`config.mk`:
```
export PLATFORM = sky130hd
export DESIGN_NAME = sru_spike_tx
export DESIGN_NICKNAME = d
export VERILOG_FILES = /design/src/rtl/sru_pkg.sv /design/src/rtl/sru_frame_mem.sv /design/src/rtl/sru_spike_tx.sv
export SDC_FILE = /design/constraint.sdc
export NUM_CORES = 1
export LEC_CHECK = 0
export BUFFER_PORTS_ARGS = -buffer_cell sky130_fd_sc_hd__buf_2
export CELL_PAD_IN_SITES_DETAIL_PLACEMENT = 1
export CELL_PAD_IN_SITES_GLOBAL_PLACEMENT = 1
export CORE_MARGIN = 1
export CORE_UTILIZATION = 55
export CTS_BUF_LIST = sky130_fd_sc_hd__clkbuf_4 sky130_fd_sc_hd__clkbuf_8
export CTS_CLUSTER_DIAMETER = 60
export DETAILED_ROUTE_END_ITERATION = 8
export GPL_TIMING_DRIVEN = 0
export PLACE_DENSITY_LB_ADDON = 0.1
export RECOVER_POWER = 25
export SLEW_MARGIN = 20
export SYNTH_ARGS = -nofsm -noshare
export SYNTH_HDL_FRONTEND = slang
export SYNTH_SLANG_ARGS = --single-unit
```
`constraint.sdc`:
```
create_clock -name clk -period 3.9 [get_ports clk]
set_clock_uncertainty 0.05 [all_clocks]
set_input_delay 0.195 -clock clk [delete_from_list [all_inputs] [get_ports clk]]
set_output_delay 0.195 -clock clk [all_outputs]
set_load 0.03 [all_outputs]
```
`src/rtl/sru_pkg.sv`:
```
// ---------------------------------------------------------------------------
// sru_pkg
// Shared definitions for the SRU spike transmitter:
//   - default frame geometry (NSLOT slots per frame, WW-bit weights)
//   - spike-bit positions inside the 4-bit spike field {E+, E-, I+, I-}
//   - frame sequencer state encoding
// ---------------------------------------------------------------------------
package sru_pkg;

    localparam int NSLOT = 16;
    localparam int WW    = 4;

    // Bit positions inside the spike field, MSB first
    localparam int EP = 3;
    localparam int EN = 2;
    localparam int IP = 1;
    localparam int IN = 0;

    typedef enum logic [1:0] {
        IDLE   = 2'd0,
        CLR    = 2'd1,
        STREAM = 2'd2,
        DONE   = 2'd3
    } state_t;

    // Next slot index, wrapping from the last slot back to 0
    function automatic logic [3:0] next_slot(input logic [3:0] cur, input logic [3:0] last);
        logic [3:0] nxt;
        if (cur == last) begin
            nxt = 4'd0;
        end else begin
            nxt = cur + 4'd1;
        end
        return nxt;
    endfunction

endpackage

```
`src/rtl/sru_frame_mem.sv`:
```
// ---------------------------------------------------------------------------
// sru_frame_mem
// NSLOT x DW register file holding one spike frame.
//   clk, rst_n  : rising-edge clock, async active-low clear of every entry
//   wr_en       : write strobe, wr_addr/wr_data give the entry
//   rd_addr     : combinational read address, rd_data the selected entry
// Addresses at or beyond NSLOT are ignored on write and read back as 0.
// ---------------------------------------------------------------------------
module sru_frame_mem
    import sru_pkg::*;
#(
    parameter int SLOTS = 16,
    parameter int DW    = 8
) (
    input  logic          clk,
    input  logic          rst_n,
    input  logic          wr_en,
    input  logic [3:0]    wr_addr,
    input  logic [DW-1:0] wr_data,
    input  logic [3:0]    rd_addr,
    output logic [DW-1:0] rd_data
);

    logic [DW-1:0] mem_r [SLOTS];

    // Storage: cleared on reset, single write port
    always_ff @(posedge clk or negedge rst_n) begin
        if (!rst_n) begin
            for (int i = 0; i < SLOTS; i++) begin
                mem_r[i] <= '0;
            end
        end else if (wr_en && (int'(wr_addr) < SLOTS)) begin
            mem_r[wr_addr] <= wr_data;
        end
    end

    // Asynchronous read port with out-of-range guard
    always_comb begin
        rd_data = '0;
        if (int'(rd_addr) < SLOTS) begin
            rd_data = mem_r[rd_addr];
        end else begin
            rd_data = '0;
        end
    end

endmodule

```
`src/rtl/sru_spike_tx.sv`:
```
// ---------------------------------------------------------------------------
// sru_spike_tx
// Stores a frame of NSLOT {spike, weight} entries and, on start, replays it
// to an SRU one slot per cycle: CLR (accumulator clear), NSLOT STREAM cycles,
// then DONE. All outputs are registered; entry 0 appears two cycles after
// start is sampled.
//   clk, reset           : rising-edge clock, async active-low reset
//   wr_valid/wr_ready    : slot write handshake (accepted only in IDLE)
//   wr_slot/wr_spk/wr_w  : target slot, spike bits {E+,E-,I+,I-}, weight
//   start / busy         : frame request / frame in progress
//   E_plus..I_minus, wi  : spike lines and weight of the current slot
//   sru_clr, slot_idx    : accumulator clear pulse, current slot index
//   frame_done           : one-cycle pulse after the last slot
// ---------------------------------------------------------------------------
module sru_spike_tx #(
    parameter int NSLOT = sru_pkg::NSLOT,
    parameter int WW    = sru_pkg::WW
) (
    input  logic          clk,
    input  logic          reset,
    input  logic          wr_valid,
    output logic          wr_ready,
    input  logic [3:0]    wr_slot,
    input  logic [3:0]    wr_spk,
    input  logic [WW-1:0] wr_w,
    input  logic          start,
    output logic          busy,
    output logic          E_plus,
    output logic          E_minus,
    output logic          I_plus,
    output logic          I_minus,
    output logic [WW-1:0] wi,
    output logic          sru_clr,
    output logic [3:0]    slot_idx,
    output logic          frame_done
);
    import sru_pkg::*;

    localparam int         DW        = 4 + WW;
    localparam logic [3:0] LAST_SLOT = 4'(NSLOT - 1);

    state_t        state_r;
    logic          wr_ready_r;
    logic          busy_r;
    logic          sru_clr_r;
    logic          frame_done_r;
    logic [3:0]    spk_r;
    logic [WW-1:0] wi_r;
    logic [3:0]    slot_idx_r;

    logic          wr_en_s;
    logic [3:0]    rd_addr_s;
    logic [DW-1:0] rd_data_s;

    assign wr_en_s = wr_valid && wr_ready_r;

    sru_frame_mem #(
        .SLOTS (NSLOT),
        .DW    (DW)
    ) u_mem (
        .clk     (clk),
        .rst_n   (reset),
        .wr_en   (wr_en_s),
        .wr_addr (wr_slot),
        .wr_data ({wr_spk, wr_w}),
        .rd_addr (rd_addr_s),
        .rd_data (rd_data_s)
    );

    // Read address runs one slot ahead of the registered outputs
    always_comb begin
        rd_addr_s = 4'd0;
        if (state_r == STREAM) begin
            rd_addr_s = next_slot(slot_idx_r, LAST_SLOT);
        end else begin
            rd_addr_s = 4'd0;
        end
    end

    // Frame sequencer: state plus every registered output, computed from the next state
    always_ff @(posedge clk or negedge reset) begin
        if (!reset) begin
            state_r      <= IDLE;
            wr_ready_r   <= 1'b1;
            busy_r       <= 1'b0;
            sru_clr_r    <= 1'b0;
            frame_done_r <= 1'b0;
            spk_r        <= 4'd0;
            wi_r         <= '0;
            slot_idx_r   <= 4'd0;
        end else begin
            case (state_r)
                IDLE: begin
                    if (start) begin
                        state_r    <= CLR;
                        wr_ready_r <= 1'b0;
                        busy_r     <= 1'b1;
                        sru_clr_r  <= 1'b1;
                    end
                end
                CLR: begin
                    state_r    <= STREAM;
                    sru_clr_r  <= 1'b0;
                    spk_r      <= rd_data_s[WW +: 4];
                    wi_r       <= rd_data_s[WW-1:0];
                    slot_idx_r <= rd_addr_s;
                end
                STREAM: begin
                    if (slot_idx_r == LAST_SLOT) begin
                        // Last slot shown: blank the lines, counter wraps to 0
                        state_r      <= DONE;
                        frame_done_r <= 1'b1;
                        spk_r        <= 4'd0;
                        wi_r         <= '0;
                        slot_idx_r   <= 4'd0;
                    end else begin
                        spk_r      <= rd_data_s[WW +: 4];
                        wi_r       <= rd_data_s[WW-1:0];
                        slot_idx_r <= rd_addr_s;
                    end
                end
                DONE: begin
                    state_r      <= IDLE;
                    frame_done_r <= 1'b0;
                    busy_r       <= 1'b0;
                    wr_ready_r   <= 1'b1;
                end
                default: begin
                    state_r      <= IDLE;
                    wr_ready_r   <= 1'b1;
                    busy_r       <= 1'b0;
                    sru_clr_r    <= 1'b0;
                    frame_done_r <= 1'b0;
                    spk_r        <= 4'd0;
                    wi_r         <= '0;
                    slot_idx_r   <= 4'd0;
                end
            endcase
        end
    end

    assign wr_ready   = wr_ready_r;
    assign busy       = busy_r;
    assign sru_clr    = sru_clr_r;
    assign frame_done = frame_done_r;
    assign E_plus     = spk_r[EP];
    assign E_minus    = spk_r[EN];
    assign I_plus     = spk_r[IP];
    assign I_minus    = spk_r[IN];
    assign wi         = wi_r;
    assign slot_idx   = slot_idx_r;

endmodule

```
# After elaboration in Yosys (flattened, before gate mapping)
# Index checks and enable logic that the tools add are counted.
# totals
in_bits	16
out_inout_bits	16
mem_bits_rw	0
latchBits	0
rom_bits	0
regBits	146
n_memories	0
# op_classes
n_addsub	1
n_div	0
eq_ne	6
n_mux	24
magnitude_cmp	3
n_mul	0
n_shift	0
n_reduce_logical	11
n_bitwise	2
# ops
cell	count
$bwmux 128	1
$bmux 8 s4	1
$demux 8 s4	1
$mux 8	3
$pmux 4 s2	3
$mux 4	5
$ge 5x5->1 const B	2
$not 4->5	2
$pmux 1 s2	4
$pmux 2 s4	1
$reduce_and 2->1	4
$reduce_bool 2->1	4
$lt 5x1->1 const B	1
$add 4x1->4 const B	1
$eq 2x2->1 const B	2
$eq 4x4->1 const B	1
$mux 2	2
$mux 1	3
$eq 2x1->1 const B	1
$logic_and 1x1->1	2
$logic_not 2->1	1
$ne 2x1->1 const B	1
$ne 2x2->1 const B	1

# Logic depth before layout (Yosys ltp)
# depth
depth_word	9
depth_mapped	8
depth_no_buf	6

# By module
# Synthesis repeated with hierarchy kept, for this count alone.
# hier_totals
cells_unflattened	440
hier_area_um2	6799.0
# modules_own_cells
mod	n_inst	area_each_um2	cells_per_inst	seq_area_each_um2
sru_frame_mem	1	5915.7	365	3203.1
sru_spike_tx	1	883.3	75	451.7

# Worst setup path after synthesis
# Ideal clock, no wire load.
# synth_timing
kind	register to register
start	register slot_idx_r[0], in the netlist slot_idx[0]
end	register spk_r[1]
stages_incl_launch_ff	8
period_less_slack_ns	2.549
path_slack_ns	1.351
n_path_buf	1
arrival_time_ns	2.363
path_cell_list	dfrtp_1 > ha_1 > and3_4 > nor3b_4 > buf_8 > mux4_2 > a22oi_1 > o211ai_1
# synth_via
elab_chain_cells	9
# synth_lines
element	line_no	rtl
start: declaration	sru_spike_tx.sv:49	logic [3:0] slot_idx_r;
start signal: assignment	sru_spike_tx.sv:106	slot_idx_r <= rd_addr_s;
start signal: assignment	sru_spike_tx.sv:119	slot_idx_r <= rd_addr_s;
$add 4x1->4 / $eq 4x4->1 (equally long branches)	sru_pkg.sv:32, sru_pkg.sv:29, sru_spike_tx.sv:109	
$mux 4	sru_pkg.sv:29	if (cur == last) begin
$mux 4	sru_spike_tx.sv:73	if (state_r == STREAM) begin
$not 4->5 (not written as such)	sru_frame_mem.sv:41	rd_data = mem_r[rd_addr];
$bmux 8 s4	sru_frame_mem.sv:41	
$mux 8 (not written as such) (2 in a row)	sru_frame_mem.sv:41	
$mux 4	sru_spike_tx.sv:109	if (slot_idx_r == LAST_SLOT) begin
$pmux 4 s2 *	sru_spike_tx.sv:92	case (state_r)
end signal: assignment	sru_spike_tx.sv:104	spk_r <= rd_data_s[WW +: 4];
end signal: assignment	sru_spike_tx.sv:117	spk_r <= rd_data_s[WW +: 4];
end: declaration	sru_spike_tx.sv:47	logic [3:0] spk_r;
# Every way passes the cells marked *; elsewhere a longest branch is shown, timed or not. The select of a mux whose other input is x is not followed.
# A chain may end at the register's enable or synchronous reset.

# Worst setup path in the final report
# layout_timing
start	register slot_idx_r[0], in the netlist slot_idx[0]
end	register wi_r[3], in the netlist wi[3]
# layout_via
elab_chain_cells	9
# layout_lines
element	line_no	rtl
$add 4x1->4 / $eq 4x4->1 (equally long branches)	sru_pkg.sv:32, sru_pkg.sv:29, sru_spike_tx.sv:109	
$mux 4	sru_pkg.sv:29	
$mux 4	sru_spike_tx.sv:73	
$not 4->5 (not written as such)	sru_frame_mem.sv:41	
$bmux 8 s4	sru_frame_mem.sv:41	
$mux 8 (not written as such) (2 in a row)	sru_frame_mem.sv:41	
$mux 4	sru_spike_tx.sv:109	
$pmux 4 s2 *	sru_spike_tx.sv:92	
end signal: assignment	sru_spike_tx.sv:105	wi_r <= rd_data_s[WW-1:0];
end signal: assignment	sru_spike_tx.sv:118	wi_r <= rd_data_s[WW-1:0];
end: declaration	sru_spike_tx.sv:48	logic [WW-1:0] wi_r;
# Marked as above.

==> impl_metrics.yaml <==
status:
  run_status: "finished with violations"
  violations: "capacitance limit, slew limit"
route:
  drc: 0
  wl_per_cell_um: 23.8
  drt_wl_total_um: 16200
  avgViaCountPerCell: 6.07
  dr_total_vias: 4138
  first_iter_violations: 287
  dr.pass1.iters: 4
  postRouteAntennaNets: 0
setup_path:
  startpoint_type: "register"
  worstPathMaxFanout: 10
  max_stage_delay_ns: 0.46
  crit_type: "reg -> reg"
  end_kind: "register"
  crit_chain: "ha_1, and3_4, nor3b_4, buf_8, buf_12, mux4_1, a22oi_1, o211ai_1"
  cp.arrival_ns: 3.16
  crit_slowest_cell: "dfrtp_1"
  cp.required_ns: 4.18
die:
  dieWidth_um: 113
  rows: 40
  core_area_um2: 12100
  dieHeight_um: 113
  initial_core_util_pct: 56.5
  die_area_um2: 12800
  pin_count: 32
cts:
  ctsLongestPathBuffers: 2
  ctsHoldBuffers: 6
  root_buffer: "clkbuf_8"
  post_cts_resized: 0
  clock_latency_ns: 0.46
  cts_tree: "built"
  cts_sinks: 146
  h-tree-depth: 4
  postCtsSetupBuffers: 0
  cts_made_buffers: 17
  clk_pin_slew_ns: 0.08
layout:
  layout-drive-gt1-share_pct: 41.4
  insertedDiodeCount: 0
  area_delta_synth_final_pct: 12.9
  finalNetCount: 523
  final_cell_area_um2: 7700
logic_synthesis:
  synth_top_area_share_pct: 53.2
  netlist_instances: 444
  yosysSeqAreaShare_pct: 53.6
  yosysTopAreaCell: "dfrtp_1"
  ys_seq_elements: 146
  yosys_warnings: 0
  synth_edf_count: 0
  synthesis.area_um2: 6820
  synth_cell_type_count: 44
  ys_top_cells_by_area: "dfrtp_1 (53%), mux2_2 (20%), mux4_1 (10%)"
  ys.flop_type: "dfrtp_1"
  synth_fp_nets: 466
  syn_area_per_cell_um2: 15.3
  yosysMostFrequentCell: "dfrtp_1"
  ys_top_cells_by_count: "dfrtp_1 (145), mux2_2 (124), mux4_1 (26)"
  async_flop_share_pct: 100
flow_run:
  maxCapViolCount: 1
global_routing:
  gr-total-overflow: 0
  grt_use_total_pct: 28.2
  grt_pass1_vias: 4450
  grt_max_degree: 76
  grt_pass1_wl_um: 26100
  grt_antenna_before_repair: 0
timing:
  fmax_mhz: 348
  finalMaxSlewViolations: 72
  tns_ns: 0
  rsz0062_at_grt: "false"
  worstMarginPinSlew_ns: 1.91
  finalSetupViolations: 0
  post-route-period-util_pct: 73.8
  slew_headroom_pct: -27.5
  whs_ns: 0.0259
  hold_violations: 0
  finalCriticalPeriod_ns: 2.88
power:
  switching_share_pct: 32.7
  pwr-share-seq_pct: 42.4
  p_int_mw: 3.89
  p_sw_mw: 1.89
  irDropWorstVdd_mv: 0.483
  power.static_leakage_nw: 3.56
  power.total_mw: 5.78
  powerDensity_nw_per_um2: 751
  clkPwrFrac_pct: 22.0
  comb_power_share_pct: 35.6
placed_design:
  placed_cell_area_um2: 7230
  hpwl_um: 10800
  port_buffers: 31
  gp_congestion: 0.810
worst_hold_path:
  holdCritPathClass: "in -> reg"
## area by class of cell
type	count	area (um2)
fillers	1118	4360
flip-flops and latches	146	3650
multi-input cells	270	2990
clock buffers	23	292
repair buffers	38	243
well taps	168	210
plain buffers	23	164
clock inverters	9	129
inverters	5	18.8
## cells by family (layout without fill, tap and decap cells)
logic type                 count (synthesis)  in the layout  share of synthesized area (%)
buffers and inverters                     28             98                           2.68
xor gates and xnor gates                   1              1                          0.129
muxes                                    161            161                           33.3
AOI/OAI and AO/OA                         44             44                           4.57
DFF                                      146            146                           53.6
and+or+nand+nor                           58             58                           4.57
adders and majority gates                  6              6                           1.10
## power by group through the flow
stage                     Sequential, mW  Combinational (mW)  Clock, mW
after CTS                           2.45                2.09       1.29
after global routing                2.52                2.22       1.35
final                               2.45                2.06       1.27
after global placement              2.41                1.97          0
after floorplan                     2.45                1.44          0
after detailed placement            2.47                2.06          0
## worst max-delay path: cells and delay by family (launching register included)
kind / cells / cell delay, ns
AO/OA/AOI/OAI: 2 / 0.53
flip-flops: 1 / 0.46
adder cells (fa/ha/maj): 1 / 0.33
multiplexers: 1 / 0.29
buffers and inverters: 2 / 0.39
AND/OR/NAND/NOR: 2 / 0.68
## layout by cell type, fill, tap and decap left out, types with 6 or more instances in the layout
| cell | netlist | final |
|---|---|---|
| nand2_1 | 20 | 20 |
| ha_1 | 6 | 6 |
| o21ai_0 | 6 | 6 |
| nor2_1 | 11 | 11 |
| mux2_2 | 124 | 124 |
| o211ai_1 | 8 | 8 |
| clkbuf_8 | 0 | 19 |
| a22oi_1 | 16 | 16 |
| buf_2 | 1 | 31 |
| nand3_1 | 6 | 6 |
| a21oi_1 | 6 | 6 |
| dfrtp_1 | 145 | 145 |
| mux4_2 | 6 | 6 |
| clkbuf_1 | 12 | 12 |
| dlygate4sd3_1 | 0 | 6 |
| mux4_1 | 26 | 26 |
## registers in the layout, summed over array words and instances (netlist names)
| signal | flops |
|---|---|
| wi | 4 |
| sru_clr | 1 |
| state_r | 2 |
| u_mem.mem_r | 128 |
| busy | 1 |
| frame_done | 1 |
| wr_ready | 1 |
| slot_idx | 4 |
| spk_r | 4 |
## through the flow
stage                     std cells  setup WS, ns  util, %
after floorplan                 444          1.35        -
after global placement          643         0.630     59.5
after detailed placement        644          1.02     59.9
after CTS                       682          1.01     63.9
after global routing            682         0.896     63.8
final                           682          1.02     63.8
## metal layers
layer	track usage (%)	routed length, um	vias to the layer above	part of all wire, %
met4	7.98	191	0	1.2
met3	6.59	720	16	4.4
met1	39.7	7460	2219	46
met5	0	0	-	0
li1	-	-	1811	-
met2	44.4	7860	92	48
## worst paths after layout
kind	startpoint	to	slack, ns	depth (start not counted)
max	slot_idx[0]	wi[3]	1.02	8
min	wr_spk[2]	u_mem.mem_r[46]	0.03	2
max reg2reg	slot_idx[0]	wi[3]	1.02	8
min reg2reg	u_mem.mem_r[27]	u_mem.mem_r[27]	0.45	1
max in group asynchronous	reset	u_mem.mem_r[2]	1.89	2
min in group asynchronous	reset	u_mem.mem_r[66]	0.74	2
(Power assumes the default switching activity.)
